[src/rtl/bh_run_ctrl.sv]
`default_nettype none
// ============================================================================
//  Module   : bh_run_ctrl
//  Purpose  : Program loader and run controller for a small core. Accepts a
//             stream of instruction beats into program memory, then gates the
//             core clock enable during a run until the core PC reaches the end
//             of the loaded program or a cycle limit expires. Single-step
//             execution is supported.
//  Revision : 1.0 - initial release
// ----------------------------------------------------------------------------
//  Ports
//    clock        in   1             rising-edge clock
//    reset_n      in   1             asynchronous active-low reset
//    load_valid   in   1             load beat offered
//    load_data    in   INSTR_W       instruction for the current beat
//    load_last    in   1             current beat is the final instruction
//    load_ready   out  1             block accepts a load beat
//    start        in   1             begin run (pulse, honoured in READY only)
//    clear        in   1             abandon program, return to IDLE (pulse)
//    step_mode    in   1             1 = single-step execution
//    step         in   1             one-cycle step request in step mode
//    core_pc      in   PRG_ADDR_W+1  core program counter, zero-extended
//    core_run     out  1             core clock enable
//    prg_we       out  1             program-memory write enable
//    prg_waddr    out  PRG_ADDR_W    program-memory write address
//    prg_wdata    out  INSTR_W       program-memory write data
//    prg_len      out  PRG_ADDR_W+1  number of loaded instructions
//    cycle_count  out  CYC_W         enabled core cycles in this run
//    done         out  1             run has ended
//    timeout      out  1             run ended by the cycle limit
//    overflow     out  1             load was truncated at memory capacity
// ============================================================================
module bh_run_ctrl #(
  parameter int PRG_ADDR_W     = 8,
  parameter int INSTR_W        = 3,
  parameter int CYC_W          = 16,
  parameter int TIMEOUT_CYCLES = 1000
) (
  input  logic                  clock,
  input  logic                  reset_n,
  input  logic                  load_valid,
  input  logic [INSTR_W-1:0]    load_data,
  input  logic                  load_last,
  output logic                  load_ready,
  input  logic                  start,
  input  logic                  clear,
  input  logic                  step_mode,
  input  logic                  step,
  input  logic [PRG_ADDR_W:0]   core_pc,
  output logic                  core_run,
  output logic                  prg_we,
  output logic [PRG_ADDR_W-1:0] prg_waddr,
  output logic [INSTR_W-1:0]    prg_wdata,
  output logic [PRG_ADDR_W:0]   prg_len,
  output logic [CYC_W-1:0]      cycle_count,
  output logic                  done,
  output logic                  timeout,
  output logic                  overflow
);

  localparam int                LEN_W     = PRG_ADDR_W + 1;
  localparam logic [CYC_W-1:0]  C_TIMEOUT = CYC_W'(TIMEOUT_CYCLES);

  typedef enum logic [2:0] {
    S_IDLE  = 3'd0,
    S_LOAD  = 3'd1,
    S_READY = 3'd2,
    S_RUN   = 3'd3,
    S_HALT  = 3'd4
  } state_t;

  state_t                  state_q,    state_d;
  logic [PRG_ADDR_W-1:0]   ptr_q,      ptr_d;
  logic [LEN_W-1:0]        len_q,      len_d;
  logic [CYC_W-1:0]        cyc_q,      cyc_d;
  logic                    done_q,     done_d;
  logic                    timeout_q,  timeout_d;
  logic                    overflow_q, overflow_d;

  logic accept;
  logic ptr_full;
  logic pc_end;
  logic at_limit;
  logic run_en;

  // A beat is taken only outside of reset and never alongside clear, so a
  // clear cycle cannot leave a stray write in program memory.
  assign accept   = load_valid & load_ready & ~clear & reset_n;
  assign ptr_full = (ptr_q == {PRG_ADDR_W{1'b1}});
  assign pc_end   = (core_pc == len_q);
  assign at_limit = (cyc_q == C_TIMEOUT);
  // Step is only meaningful in step mode; otherwise the core runs freely.
  assign run_en   = ~step_mode | step;

  // --------------------------------------------------------------------------
  // State register
  // --------------------------------------------------------------------------
  always_ff @(posedge clock or negedge reset_n) begin
    if (!reset_n) begin
      state_q    <= S_IDLE;
      ptr_q      <= '0;
      len_q      <= '0;
      cyc_q      <= '0;
      done_q     <= 1'b0;
      timeout_q  <= 1'b0;
      overflow_q <= 1'b0;
    end else begin
      state_q    <= state_d;
      ptr_q      <= ptr_d;
      len_q      <= len_d;
      cyc_q      <= cyc_d;
      done_q     <= done_d;
      timeout_q  <= timeout_d;
      overflow_q <= overflow_d;
    end
  end

  // --------------------------------------------------------------------------
  // Next-state and output logic
  // --------------------------------------------------------------------------
  always_comb begin
    state_d    = state_q;
    ptr_d      = ptr_q;
    len_d      = len_q;
    cyc_d      = cyc_q;
    done_d     = done_q;
    timeout_d  = timeout_q;
    overflow_d = overflow_q;
    load_ready = 1'b0;
    prg_we     = 1'b0;
    prg_wdata  = '0;
    core_run   = 1'b0;

    case (state_q)
      S_IDLE, S_LOAD: begin
        load_ready = 1'b1;
        if (accept) begin
          prg_we    = 1'b1;
          prg_wdata = load_data;
          ptr_d     = ptr_q + 1'b1;
          // The final memory slot closes the load even without load_last;
          // the missing terminator is flagged as a truncation.
          if (load_last || ptr_full) begin
            len_d      = LEN_W'(ptr_q) + LEN_W'(1);
            overflow_d = ~load_last;
            state_d    = S_READY;
          end else begin
            state_d    = S_LOAD;
          end
        end
      end

      S_READY: begin
        if (start) begin
          cyc_d   = '0;
          state_d = S_RUN;
        end
      end

      S_RUN: begin
        // Reaching the program end takes priority over the cycle limit.
        if (pc_end) begin
          done_d    = 1'b1;
          timeout_d = 1'b0;
          state_d   = S_HALT;
        end else if (at_limit) begin
          done_d    = 1'b1;
          timeout_d = 1'b1;
          state_d   = S_HALT;
        end else begin
          core_run = run_en;
          // Saturate rather than wrap should the limit exceed the counter.
          if (run_en && (cyc_q != {CYC_W{1'b1}})) begin
            cyc_d = cyc_q + 1'b1;
          end
        end
      end

      S_HALT: begin
        // Results are held until clear.
      end

      default: begin
        state_d = S_IDLE;
      end
    endcase

    if (clear) begin
      state_d    = S_IDLE;
      ptr_d      = '0;
      len_d      = '0;
      cyc_d      = '0;
      done_d     = 1'b0;
      timeout_d  = 1'b0;
      overflow_d = 1'b0;
    end
  end

  assign prg_waddr   = ptr_q;
  assign prg_len     = len_q;
  assign cycle_count = cyc_q;
  assign done        = done_q;
  assign timeout     = timeout_q;
  assign overflow    = overflow_q;

endmodule
`default_nettype wire
[config.mk]
export PLATFORM = sky130hd
export DESIGN_NAME = bh_run_ctrl
export DESIGN_NICKNAME = d
export VERILOG_FILES = /design/src/rtl/bh_run_ctrl.sv
export SDC_FILE = /design/constraint.sdc
export NUM_CORES = 1
export LEC_CHECK = 0
export CORE_ASPECT_RATIO = 0.9
export CORE_UTILIZATION = 37
export DETAILED_ROUTE_END_ITERATION = 6
export GPL_TIMING_DRIVEN = 0
export SLEW_MARGIN = 20
export SYNTH_ARGS = -nofsm -noshare
export SYNTH_HDL_FRONTEND = slang
export SYNTH_SLANG_ARGS = --single-unit
export TNS_END_PERCENT = 30
[constraint.sdc]
create_clock -name clock -period 5.8 [get_ports clock]
set_input_delay 1.74 -clock clock [delete_from_list [all_inputs] [get_ports clock]]
set_output_delay 1.74 -clock clock [all_outputs]
set_load 0.01 [all_outputs]
==> reports/results.ini, run 1 <==
[timing]
slew_viol_final = 0
period_needed_ps = 5460
finalHoldViolCount = 0
fin_ws_ps = 343
rsz0062_at_grt = false
tightest_slew_ps = 618
setup_violations = 0
hold_slack_ps = 512
slew-limit-headroom_pct = 58.7
skew_ps = 10.8
clock.fmax_ghz = 0.183
fin_crit_sh_pct = 94.1

[clocking]
htreeDepth = 2
ctsHoldBuffers = 0
cts_setup_buffers = 0
cts_max_path_buffers = 2
clock_latency_ps = 300
cts.sinks = 39
root_buffer = clkbuf_8
cts_tree = yes
path_clk_slew_ps = 70
cts_resized = 0
numCtsBuffers = 5

[setup_path]
arrival_ps = 3720
critPathLaunchType = input port
crit_type = in2out
endpoint_kind = output port
crit_path_max_fanout = 3
required_ps = 4060
reg2reg_depth = 7

[pwr]
peakVddDrop_mv = 0.0901
power_density_nw_per_um2 = 189
p_leak_nw = 1.33

[layout]
ff_latch_area_um2 = 976
fin_nets = 343
drive_above_1_share_pct = 7.17
n_antenna_cell = 0
nFillCells = 594
final_core_util_pct = 52.1
area_delta_synth_final_pct = 36.2
multiInputGateArea_um2 = 1270

[floorplan]
design.portCount = 62
core_area_um2 = 6110
die_area_um2 = 6640
die_w_um = 85.8
row_count = 27
start_util_pct = 38.2
dieHeight_um = 77.4

[yosys]
yosysMostFrequentCell = dfrtp_1
synth_top_area_share_pct = 41.8
synth_top_family_by_area = simple AND/OR/NAND/NOR gates
muxShareOfSynthArea_pct = 0.910
synthTopCellsByCount = 39 x dfrtp_1, 23 x a31oi_1, 21 x nor2_1
synth-async-reset-ratio_pct = 100
yosys_warnings = 0
yosysUniqueCellTypes = 49
synth_ff_type = dfrtp_1
seq_area_frac_synth_pct = 41.8
synth_edf_count = 0
synth_compound_area_share_pct = 17.8
synth_xor_area_share_pct = 7.87
synthTopCellsByArea = dfrtp_1 42%, a31oi_1 6.2%, xor2_1 4.1%
syn_area_per_cell_um2 = 9.31
ys_ff_latch = 39
syn_nets = 274
synth_simple_gate_area_share_pct = 26.1
synth_top_area_cell = dfrtp_1
synthAdderAreaFrac_pct = 1.61
synthesis.area_um2 = 2340
netlist_instances = 251

[min_path]
min_path_type = reg2reg
holdPathStages = 2

[route]
avgRoutedWirePerCell_um = 15.0
drtAntennaViolNets = 0
drtPass1Iterations = 4
route.detailed.drc = 0
routed_wl_um = 6120
vias_per_cell = 5.28
vias = 2153
initialDrtViolationCount = 123

[global_route]
grt_pass1_vias = 1977
grt_pass1_wl_um = 10100
grt_remaining_overflow = 0
grt_max_degree = 28
antenna_found_initial = 0
grt_usage_pct = 19.3

[placement]
gp_congestion = 0.786
pre_cts_ws_ps = 342
place_hpwl_um = 4610
numPortBuffers = 61

[flow_run]
drv_cap = 0

[outcome]
outcome = finished, final reports clean

-- final cells by class --
class	instances	share of cell area (%)
multi-input combinational	193	39.8
timing repair buffer	62	19.6
buffer	14	2.32
inverter	5	0.589
tap	87	3.42
clock buffer	5	2.16
sequential	39	30.6
clock inverter	3	1.38
-- sequential cells by signal, summed over array words and instances (netlist names) --
register / flops
timeout: 1
state_q: 3
overflow: 1
done: 1
prg_len: 9
prg_waddr: 8
cycle_count: 16
-- stage by stage --
| stage | cell area [um2] | instances | TNS (ps) | power [mW] |
|---|---|---|---|---|
| finish | 3180 | 408 | 0 | 0.603 |
| global route | 3180 | 408 | 0 | 0.628 |
| CTS | 3180 | 408 | 0 | 0.608 |
| detailed placement | 3070 | 400 | 0 | 0.377 |
| global placement | 3060 | 399 | -4970 | 0.376 |
| floorplan | 2340 | 251 | 0 | 0.333 |
-- logic make-up after synthesis --
group / Yosys count
simple gates: 103
compound gates: 64
fa+ha+maj: 3
mux: 2
buf+inv: 19
xor+xnor: 21
flops: 39
-- worst paths after layout --
kind | startpoint | end | slack [ps]
worst max-delay path | core_pc[3] | core_run | 340
worst min-delay path | done$_DFFE_PN0P_ | done$_DFFE_PN0P_ | 510
worst max register to register | state_q[2]$_DFFE_PN0P_ | cycle_count[14]$_DFFE_PN0P_ | 3690
worst min register to register | done$_DFFE_PN0P_ | done$_DFFE_PN0P_ | 510
max in group asynchronous | reset_n | prg_len[4]$_DFFE_PN0P_ | 3960
min in group asynchronous | reset_n | cycle_count[10]$_DFFE_PN0P_ | 1350
-- worst max-delay path, cell delays in order --
cell,delay [ps]
clkdlybuf4s50_1,480
xor2_1,240
nor4_4,90
and4_1,240
or2_1,280
nor2_1,110
clkdlybuf4s50_1,530
-- metal layers --
layer,global-route usage (%),up-vias,part of all wire [%]
met5,0,-,0
met4,5.00,0,0.69
met3,3.51,5,3.9
met2,29.3,42,46
met1,28.4,1047,50
li1,-,1059,-
-- power breakdown --
part	switching, mW	internal [mW]
Sequential	0.00505	0.277
Combinational	0.0474	0.0422
Clock	0.103	0.128
-- layout by cell type (no fill, tap or decap), types with 4 or more instances in the layout --
master / count
nor2_1: 21
nand2_1: 15
a31oi_1: 23
or3_1: 4
clkbuf_8: 5
nor3_1: 7
and4_1: 4
nand3_1: 5
clkbuf_1: 4
dfrtp_1: 39
inv_1: 5
xnor2_1: 10
a21oi_1: 16
nand2b_1: 5
and3_1: 12
xor2_1: 11
and2_1: 8
clkdlybuf4s50_1: 60
buf_2: 6
No activity file was read; power rests on OpenSTA's default activity.
==> run 2, diff against run 1 <==
CORE_MARGIN = 2   (was not set)
==> run 2 against run 1 <==
Net effect: register-to-register slack got worse by 20 ps; critical path type unchanged; non-clock buffer count did not move; clock-buffer cell count rose by 1; first-iteration DRC count rose by 27%; total power fell by 7.9%; setup slack improved by 14 ps; largest cell class unchanged; via count fell by 0.88%; core utilization fell by 0.45 points; sequential share of layout area rose by 0.27 points; worst hold slack got worse by 1.3 ps; combinational power barely moved; maximum frequency rose by 0.27%.
==> reports/results.ini, run 2 (synthesized netlist as in run 1, its figures left out) <==
[clocking]
path_clk_slew_ps = 70  ; about the same
htreeDepth = 2  ; unchanged
cts_max_path_buffers = 2  ; unchanged
cts_setup_buffers = 0  ; unchanged
root_buffer = clkbuf_8
ctsHoldBuffers = 0  ; unchanged
cts_tree = yes
numCtsBuffers = 5  ; unchanged
clock_latency_ps = 300  ; about the same
cts.sinks = 39  ; unchanged
cts_resized = 0  ; unchanged

[global_route]
antenna_found_initial = 0  ; unchanged
grt_remaining_overflow = 0  ; unchanged
grt_max_degree = 31  ; +11%
grt_pass1_wl_um = 10500  ; +4.2%
grt_pass1_vias = 2132  ; +7.8%
grt_usage_pct = 19.2  ; -0.18 points

[layout]
drive_above_1_share_pct = 6.85  ; -0.31 points
layout_common_cells = 60 x clkdlybuf4s50_1, 39 x dfrtp_1, 23 x a31oi_1
area_delta_synth_final_pct = 35.1
fin_nets = 343  ; unchanged
largest_register_ffs = 16  ; unchanged
nFillCells = 605  ; +1.9%
ff_latch_area_um2 = 976  ; unchanged
final_common_cell = clkdlybuf4s50_1
post_layout_nonfiller_instances = 408  ; unchanged
n_antenna_cell = 0  ; unchanged
multiInputGateArea_um2 = 1270  ; unchanged

[route]
drtPass1Iterations = 4  ; unchanged
vias_per_cell = 5.23  ; -0.88%
vias = 2134  ; -0.88%
route.detailed.drc = 0  ; unchanged
routed_wl_um = 6250  ; +2.0%
initialDrtViolationCount = 156  ; +27%
avgRoutedWirePerCell_um = 15.3  ; +2.0%
drtAntennaViolNets = 0  ; unchanged

[setup_path]
crit_path_max_fanout = 3  ; unchanged
crit_path_end = core_run
required_ps = 4060  ; about the same
critPathLaunchType = input port
endpoint_kind = output port
rr_endpoint = cycle_count[11]$_DFFE_PN0P_
reg2reg_from = state_q[2]$_DFFE_PN0P_
crit_start = core_pc[3]
reg2reg_slack_ps = 3670  ; -20 ps
reg2reg_depth = 7  ; unchanged
arrival_ps = 3700  ; -20 ps
crit_type = in2out

[floorplan]
start_util_pct = 38.2  ; unchanged
dieHeight_um = 79.4  ; +2.6%
row_count = 27  ; unchanged
core_area_um2 = 6110  ; unchanged
die_area_um2 = 6970  ; +5.0%
die_w_um = 87.8  ; +2.3%
design.portCount = 62  ; unchanged

[placement]
gp_congestion = 0.759  ; -3.4%
numPortBuffers = 61  ; unchanged
place_hpwl_um = 4630  ; +0.38%
dp.cells = 400  ; unchanged

[pwr]
peakVddDrop_mv = 0.0879  ; -2.4%
power_density_nw_per_um2 = 176  ; -7.1%
p_leak_nw = 1.31  ; -1.3%

[timing]
clock.fmax_ghz = 0.184  ; +0.27%
skew_ps = 9.23  ; -1.60 ps
hold_slack_ps = 510  ; -1.31 ps
finalHoldViolCount = 0  ; unchanged
slew_viol_final = 0  ; unchanged
slew-limit-headroom_pct = 57.9  ; -0.79 points
rsz0062_at_grt = false
setup_violations = 0  ; unchanged
tightest_slew_ps = 629  ; +11.8 ps
fin_crit_sh_pct = 93.8  ; -0.25 points
period_needed_ps = 5440  ; -14.4 ps

[flow_run]
drv_cap = 0  ; unchanged

[outcome]
outcome = finished, final reports clean

[min_path]
min_path_type = reg2reg
min_from = done$_DFFE_PN0P_

==> run 2: changes by cell type in the layout (fill, tap and decap cells not counted), sizes merged <==
cell and change:
clkinv -1, clkbuf +1, bufinv -1, clkinvlp +1
==> run 2: worst min-delay path by stage <==
| stage | depth (start not counted) | slack, ps | endpoint |
|---|---|---|---|
| 5_1_grt | 2 | 540 | done$_DFFE_PN0P_ |
| 6_report | 2 | 510 | done$_DFFE_PN0P_ |
| 3_3_place_gp | 2 | 500 | done$_DFFE_PN0P_ |
| 3_5_place_dp | 2 | 500 | done$_DFFE_PN0P_ |
| 2_1_floorplan | 1 | 540 | cycle_count[14]$_DFFE_PN0P_ |
| 4_1_cts | 2 | 520 | done$_DFFE_PN0P_ |
==> run 2: metal layers <==
| metal | part of all wire [%] | GRT usage [%] |
|---|---|---|
| met2 | 46 | 29.0 |
| met5 | 0 | 0 |
| met3 | 4.0 | 3.31 |
| met4 | 1.0 | 5.23 |
| met1 | 49 | 28.1 |
==> run 2: area by class of cell <==
type,count,share of cell area [%]
inverter,5,0.595
clock inverter,2,0.396
buffer,14,2.34
clock buffer,6,2.30
multi-input combinational,193,40.2
timing repair buffer,62,19.8
sequential,39,30.9
tap,87,3.45
==> run 2: where the power goes <==
| part | internal (mW) | leakage (nW) | switching (mW) |
|---|---|---|---|
| registers | 0.277 | 0.540 | 0.00486 |
| clock network | 0.0841 | 0.0412 | 0.100 |
| logic | 0.0422 | 0.733 | 0.0471 |
==> run 2: worst max-delay path, cell delays in order <==
cell and delay (ps):
clkdlybuf4s50_1 470, xor2_1 240, nor4_4 90, and4_1 240, or2_1 280, nor2_1 110
clkdlybuf4s50_1 530
==> run 2: metrics by stage <==
step	utilization (%)	TNS [ps]	total power [mW]	setup slack [ps]	cell area [um2]
final	51.6	0	0.555	358	3160
after global routing	51.6	0	0.584	292	3160
after CTS	51.6	0	0.561	354	3160
after detailed placement	50.2	0	0.378	355	3070
after global placement	50.0	-5060	0.376	-1300	3060
after floorplan	-	0	0.333	1370	2340
